$ cat src/rtl/move_list_reader.sv
// Walks the all_moves RAM from index 0 to move_count-1, waits out the read
// latency per entry, and streams each captured position out on valid/ready.
module move_list_reader #(
  parameter int unsigned PIECE_WIDTH        = 4,
  parameter int unsigned SIDE_WIDTH         = PIECE_WIDTH * 8,
  parameter int unsigned BOARD_WIDTH        = SIDE_WIDTH * 8,
  parameter int unsigned MAX_POSITIONS_LOG2 = 8,
  parameter int unsigned READ_LATENCY       = 1
) (
  input  logic                          clk,
  input  logic                          reset,
  input  logic                          moves_ready,
  input  logic [MAX_POSITIONS_LOG2-1:0] move_count,
  input  logic [BOARD_WIDTH-1:0]        board_in,
  input  logic                          white_to_move_in,
  input  logic [3:0]                    castle_mask_in,
  input  logic [3:0]                    en_passant_col_in,
  output logic [MAX_POSITIONS_LOG2-1:0] move_index,
  output logic                          clear_moves,
  input  logic                          abort,
  output logic                          out_valid,
  input  logic                          out_ready,
  output logic [BOARD_WIDTH-1:0]        board_out,
  output logic                          white_to_move_out,
  output logic [3:0]                    castle_mask_out,
  output logic [3:0]                    en_passant_col_out,
  output logic [MAX_POSITIONS_LOG2-1:0] out_index,
  output logic                          out_last,
  output logic                          busy,
  output logic                          done
);

  localparam int unsigned LOG2 = MAX_POSITIONS_LOG2;
  localparam int unsigned WCW  = (READ_LATENCY < 1) ? 1 : $clog2(READ_LATENCY + 1);

  typedef enum logic [2:0] {IDLE, WAIT, PRESENT, CLEAR, DRAIN} state_t;

  state_t          state;
  logic [LOG2-1:0] count_q;
  logic [WCW-1:0]  wait_cnt;
  logic [LOG2:0]   next_idx;
  logic            more;

  // One extra bit so index+1 never wraps when compared against the count.
  always_comb begin
    next_idx = {1'b0, move_index} + 1'b1;
    more     = next_idx < {1'b0, count_q};
  end

  assign busy = (state != IDLE);

  always_ff @(posedge clk or posedge reset) begin
    if (reset) begin
      state              <= IDLE;
      count_q            <= '0;
      wait_cnt           <= '0;
      move_index         <= '0;
      clear_moves        <= 1'b0;
      out_valid          <= 1'b0;
      board_out          <= '0;
      white_to_move_out  <= 1'b0;
      castle_mask_out    <= '0;
      en_passant_col_out <= 4'b1000;
      out_index          <= '0;
      out_last           <= 1'b0;
      done               <= 1'b0;
    end else begin
      clear_moves <= 1'b0;
      done        <= 1'b0;
      case (state)
        IDLE: begin
          move_index <= '0;
          if (moves_ready) begin
            if (move_count != '0) begin
              count_q  <= move_count;
              wait_cnt <= WCW'(READ_LATENCY);
              state    <= WAIT;
            end else begin
              clear_moves <= 1'b1;
              state       <= CLEAR;
            end
          end
        end
        WAIT: begin
          if (abort) begin
            out_valid   <= 1'b0;
            clear_moves <= 1'b1;
            state       <= CLEAR;
          end else if (wait_cnt != '0) begin
            wait_cnt <= wait_cnt - 1'b1;
          end else begin
            board_out          <= board_in;
            white_to_move_out  <= white_to_move_in;
            castle_mask_out    <= castle_mask_in;
            en_passant_col_out <= en_passant_col_in;
            out_index          <= move_index;
            out_last           <= (next_idx == {1'b0, count_q});
            out_valid          <= 1'b1;
            state              <= PRESENT;
          end
        end
        PRESENT: begin
          // Abort wins over advancing; a coincident transfer still completes.
          if (abort || out_ready) out_valid <= 1'b0;
          if (abort || (out_ready && !more)) begin
            clear_moves <= 1'b1;
            state       <= CLEAR;
          end else if (out_ready) begin
            move_index <= next_idx[LOG2-1:0];
            wait_cnt   <= WCW'(READ_LATENCY);
            state      <= WAIT;
          end
        end
        CLEAR: begin
          move_index <= '0;
          state      <= DRAIN;
        end
        DRAIN: begin
          if (!moves_ready) begin
            done  <= 1'b1;
            state <= IDLE;
          end
        end
        default: state <= IDLE;
      endcase
    end
  end

endmodule
$ cat config.mk
export PLATFORM = sky130hd
export DESIGN_NAME = move_list_reader
export DESIGN_NICKNAME = d
export VERILOG_FILES = /design/src/rtl/move_list_reader.sv
export SDC_FILE = /design/constraint.sdc
export NUM_CORES = 1
export LEC_CHECK = 0
export ABC_CLOCK_PERIOD_IN_PS = 10500
export CORE_AREA = 5 5 218 220
export DETAILED_ROUTE_END_ITERATION = 12
export DIE_AREA = 0 0 223 225
export HOLD_SLACK_MARGIN = 0.08
export MAX_ROUTING_LAYER = met4
export SLEW_MARGIN = 20
export SYNTH_ARGS = -nofsm -noshare
export SYNTH_HDL_FRONTEND = slang
export SYNTH_SLANG_ARGS = --single-unit
$ cat constraint.sdc
create_clock -name clk -period 10.5 [get_ports clk]
set_input_delay 2.1 -clock clk [delete_from_list [all_inputs] [get_ports clk]]
set_output_delay 2.1 -clock clk [all_outputs]
set_load 0.005 [all_outputs]
==> flow_metrics.py, run 1 <==
metrics = {
    "detailed_routing": {
        "routed-via-count": 8291,
        "post_drt_via_cell_ratio": 4.28,
        "antenna_left": 0,
        "drc": 0,
        "avgRoutedWirePerCell_um": 19.0,
        "first_pass_iters": 4,
        "drt_iter0_drc": 343,
        "routed_wl_mm": 36.9,
    },
    "floorplan": {
        "die_y_um": 225,
        "top_level_ports": 564,
        "core_um2": 45100,
        "placementRows": 78,
        "die_area_um2": 50200,
        "die_width_um": 223,
        "start_util_pct": 25.8,
    },
    "clock_network": {
        "clock_sinks": 297,
        "cts_made_buffers": 36,
        "postCtsSetupBuffers": 0,
        "clock_latency_ns": 0.52,
        "cts_resized": 0,
        "tritoncts": "done",
        "cts_max_level": 2,
        "cts.clk_slew.worst_paths_ns": 0.06,
        "hold_buffers": 0,
        "clock_path_buffers": 3,
        "clockRootBuffer": "clkbuf_16",
    },
    "synthesis": {
        "ys_types": 41,
        "synth_area_per_cell_um2": 15.6,
        "yosys_warnings": 0,
        "synth_nets": 1030,
        "netlist_instances": 743,
        "async_flop_share_pct": 100,
        "synth-edff-count": 0,
        "ys_seq_area_share_pct": 63.9,
        "synth_ff_type": "dfrtp_1",
        "syn_area_um2": 11600,
        "ys_ff_latch": 297,
    },
    "critical_path": {
        "worstPathRequired_ns": 10.90,
        "path_class": "primary input to flop",
        "endpoint_kind": "flop",
        "worstSetupStartpointType": "primary input",
        "worstReg2RegStart": "move_index[0]",
        "cp_max_fo": 77,
        "cp-startpoint": "abort",
        "arrival_ns": 4.94,
    },
    "sta": {
        "skew_ns": 0.0142,
        "period_minus_slack_ns": 4.54,
        "finalSetupTns_ns": 0,
        "maxSlewHeadroom_pct": 31.0,
        "finalSetupViolations": 0,
        "tightest_slew_ns": 1.04,
        "fmax_mhz": 220,
        "finalCritPeriodShare_pct": 43.3,
        "rsz0062_at_grt": "no",
        "hold_viol": 0,
        "finalMaxSlewViolations": 0,
    },
    "global_routing": {
        "met3_usage_pct": 5.29,
        "antenna_found_initial": 1,
        "use_met2_pct": 23.7,
        "grt_max_degree": 161,
        "grt_usage_pct": 14.5,
        "grt_overflow": 0,
        "grt_use_met1_pct": 16.4,
        "grt_busiest_layer": "met2",
        "grt_pass1_vias": 9117,
        "grt_first_pass_wirelength_mm": 55.3,
    },
    "min_path": {
        "hp-start": "board_out[245]",
        "hold_path_class": "flop to flop",
    },
    "placement": {
        "portBuffers": 563,
        "dp_hpwl_mm": 27.7,
        "gp_congestion": 0.817,
    },
    "layout": {
        "fin_nets": 1599,
        "drive_gt1_share_pct": 22.8,
        "final_util_pct": 42.3,
        "syn2layout_area_growth_pct": 63.9,
    },
    "power": {
        "total_leakage_power_nw": 7.82,
        "p_per_area_nw_per_um2": 286,
        "peakVddDrop_mv": 0.161,
    },
    "flow_run": {
        "maxCapViolations": 0,
    },
    "status": {
        "status": "finished clean",
    },
}
## layout by cell type (no fill, tap or decap), types with 7 or more instances in the layout
master / Yosys / routed
clkdlybuf4s50_1: 0 / 563
dfrtp_1: 296 / 296
mux2_2: 237 / 237
mux2_1: 37 / 37
clkbuf_16: 0 / 37
nand2_1: 16 / 16
nor2_1: 13 / 13
o21ai_0: 13 / 13
inv_1: 12 / 11
a21oi_1: 10 / 10
ha_1: 9 / 9
clkbuf_8: 0 / 9
clkbuf_1: 5 / 8
or4_1: 7 / 7
## cells by family after synthesis
| family | count (synthesis) | synth area share (%) |
|---|---|---|
| buffers and inverters | 49 | 2.55 |
| AND/OR/NAND/NOR | 66 | 3.23 |
| adder cells (fa/ha/maj) | 9 | 0.969 |
| AO/OA/AOI/OAI | 42 | 2.31 |
| flip-flops | 297 | 63.9 |
| XOR/XNOR | 6 | 0.452 |
| multiplexers | 274 | 26.5 |
## cell usage after synthesis, types with 4 or more instances
| library cell | n | area share (%) |
|---|---|---|
| xnor2_1 | 4 | 0.30 |
| o21ai_0 | 13 | 0.56 |
| nand2b_1 | 6 | 0.32 |
| ha_1 | 9 | 0.97 |
| nand2_1 | 16 | 0.52 |
| nand3_1 | 4 | 0.17 |
| inv_1 | 12 | 0.39 |
| o31ai_1 | 6 | 0.39 |
| mux2_2 | 237 | 23 |
| dfrtp_1 | 296 | 64 |
| nor2_1 | 13 | 0.42 |
| clkbuf_1 | 5 | 0.16 |
| or4_1 | 7 | 0.45 |
| mux2_1 | 37 | 3.6 |
| a21oi_1 | 10 | 0.43 |
| buf_4 | 29 | 1.9 |
## layer usage
metal	vias up	wire, µm
met4	0	1120
li1	3777	-
met2	387	18000
met5	-	0
met3	61	3340
met1	4066	14400
## layout make-up
cell class	instances	area [µm²]
diodes	1	2.50
clock buffers	54	1080
clock inverters	7	135
fillers	4269	26000
inverters	12	52.6
multi-input cells	397	3900
flip-flops and latches	297	7430
well taps	600	751
repair buffers	568	5700
## final timing paths
path	end	cells after the start	slack, ns
worst min register to register	board_out[245]	1	0.48
min in group asynchronous	board_out[19]	2	2.00
worst max register to register	move_index[6]	10	7.20
worst min-delay path	board_out[245]	1	0.48
worst max-delay path	board_out[147]	5	5.96
max in group asynchronous	board_out[182]	3	7.17
## worst max-delay path, stage by stage
cell and delay, ns:
clkdlybuf4s50_1 0.62, nor3_4 0.25, buf_4 0.55, buf_4 0.83
mux2_2 0.42
## where the power goes
| part | total, mW | leakage [nW] | switching, mW | internal (mW) |
|---|---|---|---|---|
| clock network | 1.27 | 0.598 | 0.468 | 0.804 |
| registers | 2.00 | 3.61 | 0.303 | 1.70 |
| logic | 2.17 | 3.61 | 0.705 | 1.47 |
| total | 5.44 | 7.82 | 1.48 | 3.97 |
## state kept, by name (all words and copies together), names as in the netlist
name and flops:
state 3, out_last 1, castle_mask_out 4, done 1
count_q 8, out_index 8, board_out 256, en_passant_col_out 4
move_index 8, white_to_move_out 1, clear_moves 1, wait_cnt 1
out_valid 1
## through the flow
| stage | instances | hold WS, ns | cell area, µm² | worst slack, ns | power, mW |
|---|---|---|---|---|---|
| 2_1_floorplan | 743 | 0.483 | 11600 | 0.197 | 2.79 |
| 3_3_place_gp | 1874 | 0.469 | 17800 | 5.52 | 4.19 |
| 3_5_place_dp | 1874 | 0.474 | 17800 | 5.44 | 4.23 |
| 4_1_cts | 1935 | 0.487 | 19100 | 6.02 | 5.55 |
| 5_1_grt | 1936 | 0.503 | 19100 | 5.85 | 5.77 |
| 6_report | 1936 | 0.481 | 19100 | 5.96 | 5.44 |
Power figures use the tool's default switching activity.
==> inputs of run 2 (changes only) <==
--- a/config.mk
+++ b/config.mk
@@ -5,7 +5,7 @@
 export SDC_FILE = /design/constraint.sdc
 export NUM_CORES = 1
 export LEC_CHECK = 0
-export ABC_CLOCK_PERIOD_IN_PS = 10500
+export ABC_CLOCK_PERIOD_IN_PS = 4000
 export CORE_AREA = 5 5 218 220
 export DETAILED_ROUTE_END_ITERATION = 12
 export DIE_AREA = 0 0 223 225
==> constraint.sdc (replaced) <==
create_clock -name clk -period 4 [get_ports clk]
set_input_delay 0.8 -clock clk [delete_from_list [all_inputs] [get_ports clk]]
set_output_delay 0.8 -clock clk [all_outputs]
set_load 0.005 [all_outputs]
==> flow_metrics.py, run 2 (synthesized netlist as in run 1, its figures left out) <==
metrics = {
    "status": {
        "status": "finished clean",
    },
    "sta": {
        "hold_ws_ns": 0.484,
        "period_minus_slack_ns": 3.19,
        "finalCritPeriodShare_pct": 79.9,
        "rsz0062_at_grt": "no",
        "hold_viol": 0,
        "skew_ns": 0.0167,
        "maxSlewHeadroom_pct": 39.4,
        "setup_slack_ns": 0.805,
        "finalMaxSlewViolations": 0,
        "tightest_slew_ns": 0.902,
        "fmax_mhz": 313,
        "finalSetupViolations": 0,
    },
    "critical_path": {
        "path_depth": 10,
        "worstPathRequired_ns": 4.44,
        "arrival_ns": 3.63,
        "worst_path_most_repeated_cell": "ha_1",
        "path_buf_inv": 0,
        "cp_top_family": "simple AND/OR/NAND/NOR gates",
        "max_stage_delay_ns": 0.54,
        "cp_cell_sequence": "ha_1 -> nand3_1 -> nor2_1 -> xor2_1 -> ha_1 -> a21o_1 -> a211oi_1 -> nand3_2 -> or4b_1 -> a21oi_1",
        "endpoint_kind": "flop",
        "cp_max_fo": 16,
        "worstSetupStartpointType": "flop",
        "cpMaxStageDelayCell": "or4b_1",
        "path_class": "flop to flop",
        "r2r_cells": 10,
    },
    "detailed_routing": {
        "antenna_left": 0,
        "wirelength_met1_mm": 14.6,
        "routed_wl_mm": 37.0,
        "routed-via-count": 8328,
        "routed-wl-met3_mm": 3.56,
        "avgRoutedWirePerCell_um": 19.0,
        "first_pass_iters": 5,
        "drt_iter0_drc": 312,
        "top_layer": "met4",
        "post_drt_via_cell_ratio": 4.27,
        "wl_met2_mm": 17.9,
        "drc": 0,
    },
    "layout": {
        "largest_register_ff_count": 256,
        "syn2layout_area_growth_pct": 64.8,
        "drive_gt1_share_pct": 23.5,
        "final_cell_mix": "clkdlybuf4s50_1 (563), dfrtp_1 (296), mux2_2 (237)",
        "top_register": "board_out",
        "fin_nets": 1611,
        "final_util_pct": 42.5,
        "layout_commonest_cell": "clkdlybuf4s50_1",
    },
    "min_path": {
        "hold_path_class": "flop to flop",
        "whs_path_depth": 1,
    },
    "global_routing": {
        "grt_pass1_vias": 9269,
        "antenna_found_initial": 1,
        "grt_overflow": 0,
        "grt_usage_pct": 14.7,
        "grt_first_pass_wirelength_mm": 56.2,
        "grt_max_degree": 104,
    },
    "floorplan": {
        "die_width_um": 223,
        "placementRows": 78,
        "die_y_um": 225,
        "core_um2": 45100,
        "top_level_ports": 564,
        "start_util_pct": 25.8,
        "die_area_um2": 50200,
    },
    "clock_network": {
        "cts_made_buffers": 35,
        "cts_resized": 0,
        "clockRootBuffer": "clkbuf_16",
        "cts.clk_slew.worst_paths_ns": 0.06,
        "clock_path_buffers": 3,
        "clock_latency_ns": 0.53,
        "hold_buffers": 0,
        "clock_sinks": 297,
        "postCtsSetupBuffers": 0,
        "cts_max_level": 2,
        "tritoncts": "done",
    },
    "placement": {
        "portBuffers": 563,
        "gp_congestion": 0.826,
        "dp_hpwl_mm": 28.6,
        "dpl_worst_slack_ns": 0.891,
    },
    "flow_run": {
        "maxCapViolations": 0,
    },
    "power": {
        "total_leakage_power_nw": 7.86,
        "peakVddDrop_mv": 0.418,
        "p_per_area_nw_per_um2": 740,
        "totalPowerFinal_mw": 14.2,
    },
}
-- run 2: layout make-up --
type	instances	area [µm²]
Fill cell	4237	25900
Sequential cell	297	7430
Timing Repair Buffer	581	5870
Multi-Input combinational cell	397	3900
Clock buffer	51	1040
Tap cell	600	751
Clock inverter	9	104
Inverter	12	48.8
Antenna cell	2	5.00
-- run 2: where the power goes --
part	leakage (nW)	switching [mW]	internal, mW
Sequential	3.61	0.774	4.46
Combinational	3.69	1.89	3.89
Clock	0.557	1.24	1.93
-- run 2: per-stage QoR --
| stage | TNS, ns | instances | cell area [µm²] |
|---|---|---|---|
| 6_report | 0 | 1949 | 19200 |
| 5_1_grt | 0 | 1948 | 19100 |
| 2_1_floorplan | -220.31 | 743 | 11600 |
| 3_3_place_gp | 0 | 1887 | 18000 |
| 3_5_place_dp | 0 | 1887 | 18000 |
| 4_1_cts | 0 | 1947 | 19100 |
-- run 2: per-layer routing --
| metal | global-route usage [%] | vias to the layer above |
|---|---|---|
| met5 | - | - |
| met4 | 4.55 | 0 |
| met3 | 5.81 | 57 |
| met2 | 23.7 | 395 |
| met1 | 16.9 | 4065 |
| li1 | - | 3811 |
-- run 2: final timing paths --
path,from,end,slack [ns]
setup reg to reg,move_index[0],move_index[6],0.81
max in group asynchronous,reset,board_out[255],2.33
min in group asynchronous,reset,board_out[174],0.67
hold / removal,en_passant_col_out[1],en_passant_col_out[1],0.48
hold reg to reg,en_passant_col_out[1],en_passant_col_out[1],0.48
setup / recovery,move_index[0],move_index[6],0.81
==> inputs of run 3 (changes only) <==
--- a/config.mk
+++ b/config.mk
@@ -5,7 +5,7 @@
 export SDC_FILE = /design/constraint.sdc
 export NUM_CORES = 1
 export LEC_CHECK = 0
-export ABC_CLOCK_PERIOD_IN_PS = 4000
+export ABC_CLOCK_PERIOD_IN_PS = 2600
 export CORE_AREA = 5 5 218 220
 export DETAILED_ROUTE_END_ITERATION = 12
 export DIE_AREA = 0 0 223 225
==> constraint.sdc (replaced) <==
create_clock -name clk -period 2.6 [get_ports clk]
set_input_delay 0.52 -clock clk [delete_from_list [all_inputs] [get_ports clk]]
set_output_delay 0.52 -clock clk [all_outputs]
set_load 0.005 [all_outputs]
==> flow_metrics.py, run 3 (synthesized netlist as in run 1, its figures left out) <==
metrics = {
    "global_routing": {
        "grt_overflow": 0,
        "grt_max_degree": 79,
        "grt_first_pass_wirelength_mm": 59.3,
        "grt_pass1_vias": 9437,
        "grt_usage_pct": 15.6,
        "antenna_found_initial": 3,
    },
    "critical_path": {
        "path_buf_inv": 1,
        "reg2reg_to": "move_index[5]",
        "cp_cell_sequence": "ha_2 -> nand3_4 -> nor2_4 -> xor2_1 -> ha_1 -> a21o_1 -> a211oi_4 -> buf_6 -> nand3_4 -> or4_4 -> a21oi_2",
        "worstSetupStartpointType": "flop",
        "cp_top_family": "simple AND/OR/NAND/NOR gates",
        "max_stage_delay_ns": 0.46,
        "worstPathRequired_ns": 3.04,
        "r2r_cells": 11,
        "arrival_ns": 3.21,
        "reg2reg_slack_ns": -0.17,
        "worst_path_most_repeated_cell": "nand3_4",
        "endpoint_kind": "flop",
        "path_class": "flop to flop",
        "cp_max_fo": 5,
        "cpMaxStageDelayCell": "or4_4",
        "worstReg2RegStart": "move_index[1]",
    },
    "sta": {
        "setup_slack_ns": -0.169,
        "period_minus_slack_ns": 2.77,
        "hold_viol": 0,
        "fmax_mhz": 361,
        "tightest_slew_ns": 1.24,
        "finalMaxSlewViolations": 0,
        "finalSetupViolations": 8,
        "skew_ns": 0.00893,
        "finalCritPeriodShare_pct": 107,
        "hold_ws_ns": 0.398,
        "maxSlewHeadroom_pct": 16.6,
        "rsz0062_at_grt": "yes",
    },
    "clock_network": {
        "cts_max_level": 2,
        "clock_latency_ns": 0.52,
        "clockRootBuffer": "clkbuf_16",
        "hold_buffers": 0,
        "cts.clk_slew.worst_paths_ns": 0.06,
        "clock_sinks": 297,
        "clock_path_buffers": 3,
        "tritoncts": "done",
        "cts_made_buffers": 36,
    },
    "layout": {
        "layout_commonest_cell": "clkdlybuf4s50_1",
        "fillCellCount": 4105,
        "final_cell_mix": "clkdlybuf4s50_1 (563), dfrtp_1 (296), mux2_2 (237)",
        "syn2layout_area_growth_pct": 70.4,
        "top_register": "board_out",
        "largest_register_ff_count": 256,
        "final_util_pct": 43.9,
        "drive_gt1_share_pct": 28.1,
        "fin_nets": 1657,
        "stdcell_count": 2000,
    },
    "status": {
        "status": "complete, but fails checks",
        "violations": "negative setup slack",
    },
    "detailed_routing": {
        "avgRoutedWirePerCell_um": 20.0,
        "routed_wl_mm": 39.9,
        "post_drt_via_cell_ratio": 4.29,
        "routed-via-count": 8583,
        "drc": 0,
        "antenna_left": 0,
        "first_pass_iters": 4,
        "drt_iter0_drc": 232,
    },
    "power": {
        "totalPowerFinal_mw": 22.5,
        "total_leakage_power_nw": 8.18,
        "peakVddDrop_mv": 0.682,
        "p_per_area_nw_per_um2": 1130,
    },
    "floorplan": {
        "top_level_ports": 564,
        "start_util_pct": 25.8,
        "die_width_um": 223,
        "die_y_um": 225,
        "die_area_um2": 50200,
        "placementRows": 78,
        "core_um2": 45100,
    },
    "placement": {
        "dp_hpwl_mm": 30.8,
        "portBuffers": 563,
        "dp_cells": 1917,
        "gp_congestion": 0.812,
    },
    "flow_run": {
        "maxCapViolations": 0,
    },
    "min_path": {
        "hold_path_class": "primary input to async pin",
    },
}
==> run 3: cell types whose count changed in the layout (fill, tap and decap cells not counted), sizes merged <==
cell / delta
inv: +1
diode: +2
nand3: +1
clkinv: +4
buf: +43
o31a: +1
clkbuf: -1
==> run 3: layout make-up <==
class	instances	area [µm²]	area share, %
sequential	297	7430	37.5
timing repair buffer	624	6260	31.6
multi-input combinational	399	4100	20.7
clock buffer	50	1070	5.43
tap	600	751	3.79
clock inverter	14	129	0.651
inverter	12	48.8	0.246
antenna	4	10.0	0.0505
==> run 3: worst max path at each step <==
| stage | start | end | slack (ns) | cells after the start |
|---|---|---|---|---|
| 2_1_floorplan | reset | board_out[0] | -1.86 | 1 |
| 3_3_place_gp | move_index[0] | move_index[6] | -0.05 | 10 |
| 3_5_place_dp | move_index[0] | clear_moves | -0.14 | 10 |
| 4_1_cts | move_index[0] | move_index[2] | -0.09 | 10 |
| 5_1_grt | move_index[1] | move_index[5] | -0.30 | 11 |
| 6_report | move_index[1] | move_index[5] | -0.17 | 11 |
==> run 3: what timing repair did <==
item                                    CTS  global route
pin swaps                                 7            17
endpoints found under the setup margin    9            12
gates resized for setup                  12            26
gates cloned                              1             1
buffers inserted                          6             8
==> run 3: stage by stage <==
stage,TNS (ns),area (µm²),setup slack [ns]
CTS,-0.276,19600,-0.0916
detailed placement,-0.824,18300,-0.136
global placement,-0.101,18300,-0.0450
finish,-0.908,19800,-0.169
floorplan,-552.63,11600,-1.86
global route,-2.19,19800,-0.305
==> run 3: power breakdown <==
| group | total (mW) | internal, mW | leakage (nW) | switching, mW |
|---|---|---|---|---|
| Clock | 5.06 | 3.09 | 0.600 | 1.98 |
| Combinational | 9.38 | 6.21 | 3.97 | 3.18 |
| Sequential | 8.02 | 6.86 | 3.61 | 1.16 |
| Total | 22.5 | 16.1 | 8.18 | 6.31 |
==> run 3: per-layer routing <==
layer  routed length, µm  track usage [%]
met4                 896             4.37
met2               19900             26.0
met3                3960             6.59
met1               15200             17.2
met5                   0                -
==> run 3: worst reg2reg max path: stages (launching register included) <==
cell      delay (ns)
dfrtp_1         0.38
ha_2            0.23
nand3_4         0.10
nor2_4          0.13
xor2_1          0.18
ha_1            0.27
a21o_1          0.22
a211oi_4        0.33
buf_6           0.16
nand3_4         0.10
or4_4           0.46
a21oi_2         0.15
